### src/rtl/gf16_pkg.sv
// Shared GF(2^4) definitions for the exponentiation engine.
// Field polynomial taps, the multiplicative identity, and the controller
// state and phase encodings.
package gf16_pkg;

    localparam int unsigned GW = 4;

    // Low-order taps of x^4 + x + 1: x^4 folds back onto x + 1.
    localparam logic [GW-1:0] GF_POLY = 4'b0011;
    localparam logic [GW-1:0] GF_ONE  = 4'b0001;

    typedef enum logic [1:0] {
        IDLE = 2'd0,
        RUN  = 2'd1,
        DONE = 2'd2
    } state_t;

    typedef enum logic {
        SQ  = 1'b0,
        MUL = 1'b1
    } phase_t;

endpackage

### src/rtl/gf16_mul.sv
// Combinational GF(2^4) multiplier modulo x^4 + x + 1.
// Ports:
//   x, y : field operands (bit i is the coefficient of x^i)
//   p    : reduced product x*y
module gf16_mul
    import gf16_pkg::*;
(
    input  logic [GW-1:0] x,
    input  logic [GW-1:0] y,
    output logic [GW-1:0] p
);

    localparam int unsigned SW = 2 * GW - 1;

    logic [SW-1:0] s;

    // Carry-less partial-product accumulation.
    always_comb begin
        s = '0;
        for (int i = 0; i < int'(GW); i++) begin
            if (y[i]) begin
                s = s ^ (SW'(x) << i);
            end
        end
    end

    // Fold x^4, x^5, x^6 back into the low nibble using the polynomial taps.
    assign p = s[GW-1:0]
             ^ (s[4] ? GF_POLY                 : '0)
             ^ (s[5] ? GW'({GF_POLY, 1'b0})    : '0)
             ^ (s[6] ? GW'({GF_POLY, 2'b00})   : '0);

endmodule

### src/rtl/gf16_exp.sv
// Sequential GF(2^4) exponentiation Z = A^E, MSB-first square-and-multiply
// through a single shared multiplier. Every exponent bit costs one square
// and one multiply (by A or by one), so latency is data-independent.
// Ports:
//   clk, rst_n           : clock, async active-low reset
//   in_valid / in_ready  : request handshake (accepted only in IDLE)
//   a, e                 : base element and unsigned exponent
//   out_valid / out_ready: result handshake (z held until accepted)
//   z                    : result A^E
//   busy                 : operation in flight or result pending
module gf16_exp
    import gf16_pkg::*;
#(
    parameter int unsigned EW = 4
) (
    input  logic          clk,
    input  logic          rst_n,
    input  logic          in_valid,
    output logic          in_ready,
    input  logic [GW-1:0] a,
    input  logic [EW-1:0] e,
    output logic          out_valid,
    input  logic          out_ready,
    output logic [GW-1:0] z,
    output logic          busy
);

    localparam int unsigned IW = (EW > 1) ? $clog2(EW) : 1;
    localparam logic [IW-1:0] IDX_TOP = IW'(EW - 1);

    state_t        state, state_next;
    phase_t        phase, phase_next;
    logic [GW-1:0] acc, acc_next;
    logic [GW-1:0] a_reg, a_next;
    logic [EW-1:0] e_reg, e_next;
    logic [IW-1:0] idx, idx_next;
    logic [GW-1:0] z_next;
    logic [GW-1:0] op_y;
    logic [GW-1:0] prod;

    // Second operand: square, multiply by base, or multiply by one.
    always_comb begin
        op_y = GF_ONE;
        if (phase == SQ) begin
            op_y = acc;
        end else if (e_reg[idx]) begin
            op_y = a_reg;
        end
    end

    gf16_mul u_mul (
        .x (acc),
        .y (op_y),
        .p (prod)
    );

    // Next-state and datapath update.
    always_comb begin
        state_next = state;
        phase_next = phase;
        acc_next   = acc;
        a_next     = a_reg;
        e_next     = e_reg;
        idx_next   = idx;
        z_next     = z;
        unique case (state)
            IDLE: begin
                if (in_valid) begin
                    a_next     = a;
                    e_next     = e;
                    acc_next   = GF_ONE;
                    idx_next   = IDX_TOP;
                    phase_next = SQ;
                    state_next = RUN;
                end
            end
            RUN: begin
                acc_next = prod;
                if (phase == SQ) begin
                    phase_next = MUL;
                end else if (idx == '0) begin
                    z_next     = prod;
                    state_next = DONE;
                end else begin
                    idx_next   = idx - IW'(1);
                    phase_next = SQ;
                end
            end
            DONE: begin
                if (out_valid && out_ready) begin
                    state_next = IDLE;
                end
            end
            default: begin
                state_next = IDLE;
            end
        endcase
    end

    // State, datapath and output registers; flag outputs track the next state.
    always_ff @(posedge clk or negedge rst_n) begin
        if (!rst_n) begin
            state     <= IDLE;
            phase     <= SQ;
            acc       <= '0;
            a_reg     <= '0;
            e_reg     <= '0;
            idx       <= '0;
            z         <= '0;
            in_ready  <= 1'b1;
            out_valid <= 1'b0;
            busy      <= 1'b0;
        end else begin
            state     <= state_next;
            phase     <= phase_next;
            acc       <= acc_next;
            a_reg     <= a_next;
            e_reg     <= e_next;
            idx       <= idx_next;
            z         <= z_next;
            in_ready  <= (state_next == IDLE);
            out_valid <= (state_next == DONE);
            busy      <= (state_next != IDLE);
        end
    end

endmodule

### config.mk
export PLATFORM = sky130hd
export DESIGN_NAME = gf16_exp
export DESIGN_NICKNAME = d
export VERILOG_FILES = /design/src/rtl/gf16_pkg.sv /design/src/rtl/gf16_mul.sv /design/src/rtl/gf16_exp.sv
export SDC_FILE = /design/constraint.sdc
export NUM_CORES = 1
export LEC_CHECK = 0
export BUFFER_PORTS_ARGS = -buffer_cell sky130_fd_sc_hd__buf_4
export CORE_MARGIN = 1.5
export CORE_UTILIZATION = 55
export DETAILED_ROUTE_END_ITERATION = 8
export HOLD_SLACK_MARGIN = 0.05
export PLACE_DENSITY = 0.78
export SYNTH_ARGS = -nofsm -noshare
export SYNTH_HDL_FRONTEND = slang
export SYNTH_HIERARCHICAL = 1
export SYNTH_SLANG_ARGS = --single-unit
### constraint.sdc
create_clock -name clk -period 3.09 [get_ports clk]
set_input_delay 0.1545 -clock clk [delete_from_list [all_inputs] [get_ports clk]]
set_output_delay 0.1545 -clock clk [all_outputs]
set_load 0.01 [all_outputs]
==> summary.md <==
| Metric | Value |
|---|---|
| Final Cycle Share | 79.7% |
| Sw power | 601 µW |
| XOR/XNOR Fraction of Synth Area | 12.3% |
| Post-synthesis adder-cell area fraction | 1.01% |
| Post-synthesis mux area share | 12.4% |
| Initial antenna violation count | 0 |
| Min-Delay Startpoint | a[0] |
| DRC | 0 |
| Root Driver | clkbuf_4 |
| Synth Area in Simple Gates | 15.5% |
| GP Congestion | 0.827 |
| Placed insts | 156 |
| Worst slew pin tran | 0.868 ns |
| Mean post-synth cell area | 11.0 µm² |
| Die width | 50.4 µm |
| GR Overflow Total | 0 |
| Fraction of layout cells with a size suffix above 1 | 21.6% |
| Fill cells | 162 |
| Leak | 0.714 nW |
| Internal Pwr Total | 958 µW |
| Startpoint Class | register |
| Cell Pwr Density | 1090 mW/mm² |
| H-tree Lvls | 1 |
| Post-CTS setup buffer count | 0 |
| Register share of total power | 37.8% |
| Clk slew on worst S/H paths | 0.12 ns |
| Most common cell after layout, fill and taps aside | nand2_1 |
| Setup slack, reg-to-reg | 0.63 ns |
| Crit path DAT | 2.66 ns |
| Comb pwr share | 53.6% |
| RSZ-0062 raised after global routing | no |
| Largest family of logic cells by synthesized area | simple AND/OR/NAND/NOR gates |
| CTS Buf Count | 3 |
| Max-slew violation count | 0 |
| Hold endpoint | a_reg[0]$_DFFE_PN0P_ |
| CP Class | reg -> reg |
| Peak supply drop | 644 µV |
| Maximum clock rate | 406 MHz |
| Synthesized area | 0.00124 mm² |
| 1st-pass router iterations | 4 |
| R2r startpoint | idx[0]$_DFFE_PN0P_ |
| Initial core utilization | 60.5% |
| Finished Cell Area | 0.00143 mm² |
| CP Max Fanout | 5 |
| Maxcap violations | 0 |
| IO Pins | 19 |
| Vias in the first global route | 933 |
| Outcome | completed |
| Worst Setup End Kind | register |
| Row cnt | 16 |
| Relative slew slack | 41.9% |
| P&R area growth vs syn | 16.0% |
| Worst Hold Class | in -> reg |
| Worst Skew | 0.00682 ns |
| Non-filler cells, final | 161 |
| Number of setup violations in the final report | 0 |
| Hold Violations, Final | 0 |
| Placement-stage cell area | 0.00140 mm² |
| Cell variety after synth | 28 |
| Global-route wire length before repair | 3.97 mm |
| Post-synthesis cell count | 112 |
| Chip height | 50.4 µm |
| Routed wire length | 2.22 mm |
| Largest net degree at the start of global routing | 25 |
| Utilization after layout | 70.2% |
| Nets@finish | 148 |
| Synth Warn # | 6 |
| Worst skew pair latency | 0.30 ns |
| #FFs+latches synth | 24 |
| Compound-cell area share of the yosys netlist | 8.20% |
| R2r worst-path depth | 7 |
| Setup_tns | 0 ns |
| Post_cts resized | 0 |
| Sink count of the clock tree | 24 |
| Initial DRC count | 12 |
| Antenna cell count | 0 |
| CP Data Required Time | 3.29 ns |
| Clock Tree Buf Depth | 2 |
| CTS tree | yes |
| Crit path time final | 2.46 ns |
| Core Area | 0.00204 mm² |
| Sequential fraction of the synthesis area | 48.7% |
| R2r endpoint | z[1]$_DFFE_PN0P_ |
| Clk pwr share | 8.6% |
| Hold-fix buffers, CTS | 1 |
| I/O Buffers | 18 |
| DR WL/cell | 13.8 µm |
| WHS Path Cells | 3 |
| Switching power share of the total | 38.6% |
| Post-DP HPWL | 1.74 mm |
| Syn_nets | 125 |
| DRT antenna net count | 0 |
| Via count | 862 |
| GRT Util Overall | 20.2% |
| Via/cell ratio | 5.35 |
| Commonest non-fill, non-tap cells in the layout | nand2_1, dfrtp_1, buf_4, mux2_1, xnor2_1 |
| Die ar. | 0.00254 mm² |
[metrics by stage]
| stage | hold slack, ns | power [mW] | worst slack [ns] |
|---|---|---|---|
| final | 0.0586 | 1.56 | 0.627 |
| after global placement | 0.0628 | 1.40 | 0.760 |
| after detailed placement | 0.0631 | 1.44 | 0.658 |
| after floorplan | -0.141 | 1.22 | 0.847 |
| after global routing | 0.0586 | 1.70 | 0.480 |
| after CTS | 0.0569 | 1.58 | 0.635 |
[area by class of cell]
cell class,instances,area (µm²),share of cell area (%)
multi-input cells,83,612,42.7
flip-flops and latches,24,602,42.0
repair buffers,19,145,10.1
well taps,27,33.8,2.36
clock buffers,4,26.3,1.83
inverters,4,15.0,1.05
[how the worst max path moves through the flow]
stage | endpoint | cells after the start | from | slack, ns
floorplan | z[1]$_DFFE_PN0P_ | 7 | idx[0]$_DFFE_PN0P_ | 0.85
global placement | z[1]$_DFFE_PN0P_ | 7 | idx[0]$_DFFE_PN0P_ | 0.76
detailed placement | z[1]$_DFFE_PN0P_ | 7 | idx[0]$_DFFE_PN0P_ | 0.66
CTS | z[1]$_DFFE_PN0P_ | 7 | idx[0]$_DFFE_PN0P_ | 0.64
global route | z[1]$_DFFE_PN0P_ | 7 | idx[0]$_DFFE_PN0P_ | 0.48
finish | z[1]$_DFFE_PN0P_ | 7 | idx[0]$_DFFE_PN0P_ | 0.63
[critical path, cell delays in order (launching register included)]
cell and delay (ns):
dfrtp_1 0.46, mux2i_1 0.15, o22ai_1 0.31, a22o_1 0.25, nand2_1 0.08, xnor3_2 0.40
xnor3_1 0.41, mux2_1 0.29
[Yosys cell counts (all sizes together)]
cell type	number	share of area, %
xnor3	4	7.4
o22ai	2	1.0
nor2	4	1.2
nor3b	1	1.0
o21ai	5	2.0
inv	4	1.2
a22oi	1	0.61
xor2	2	1.4
nand2b	2	1.0
mux2i	3	2.4
a21oi	3	1.2
nand2	29	8.8
mux2	11	10
nand3	1	0.81
buf	1	0.61
nor2b	1	0.51
xnor2	5	3.5
or2	1	0.51
and2b	1	0.71
ha	1	1.0
a22o	4	2.8
nand4bb	1	0.91
a31oi	1	0.51
dfstp	1	2.1
dfrtp	23	47
[kinds of logic after synthesis]
logic type	after synthesis
XOR/XNOR	11
buffers and inverters	5
adder cells (fa/ha/maj)	1
AND/OR/NAND/NOR	41
multiplexers	14
AO/OA/AOI/OAI	16
flip-flops	24
[power by group through the flow]
stage | Clock (mW) | Sequential (mW) | Combinational (mW)
global placement | 0 | 0.591 | 0.804
global route | 0.152 | 0.615 | 0.933
finish | 0.134 | 0.589 | 0.836
CTS | 0.140 | 0.590 | 0.847
floorplan | 0 | 0.583 | 0.633
detailed placement | 0 | 0.598 | 0.843
[routing by layer]
| layer | wire length, µm | track usage, % | share of wire, % | vias up |
|---|---|---|---|---|
| li1 | - | - | - | 426 |
| met1 | 971 | 25.7 | 44 | 416 |
| met2 | 1160 | 36.0 | 52 | 15 |
| met3 | 52 | 2.08 | 2.3 | 5 |
| met4 | 33 | 6.31 | 1.5 | 0 |
| met5 | 0 | 0 | 0 | - |
Power figures use the tool's default switching activity.
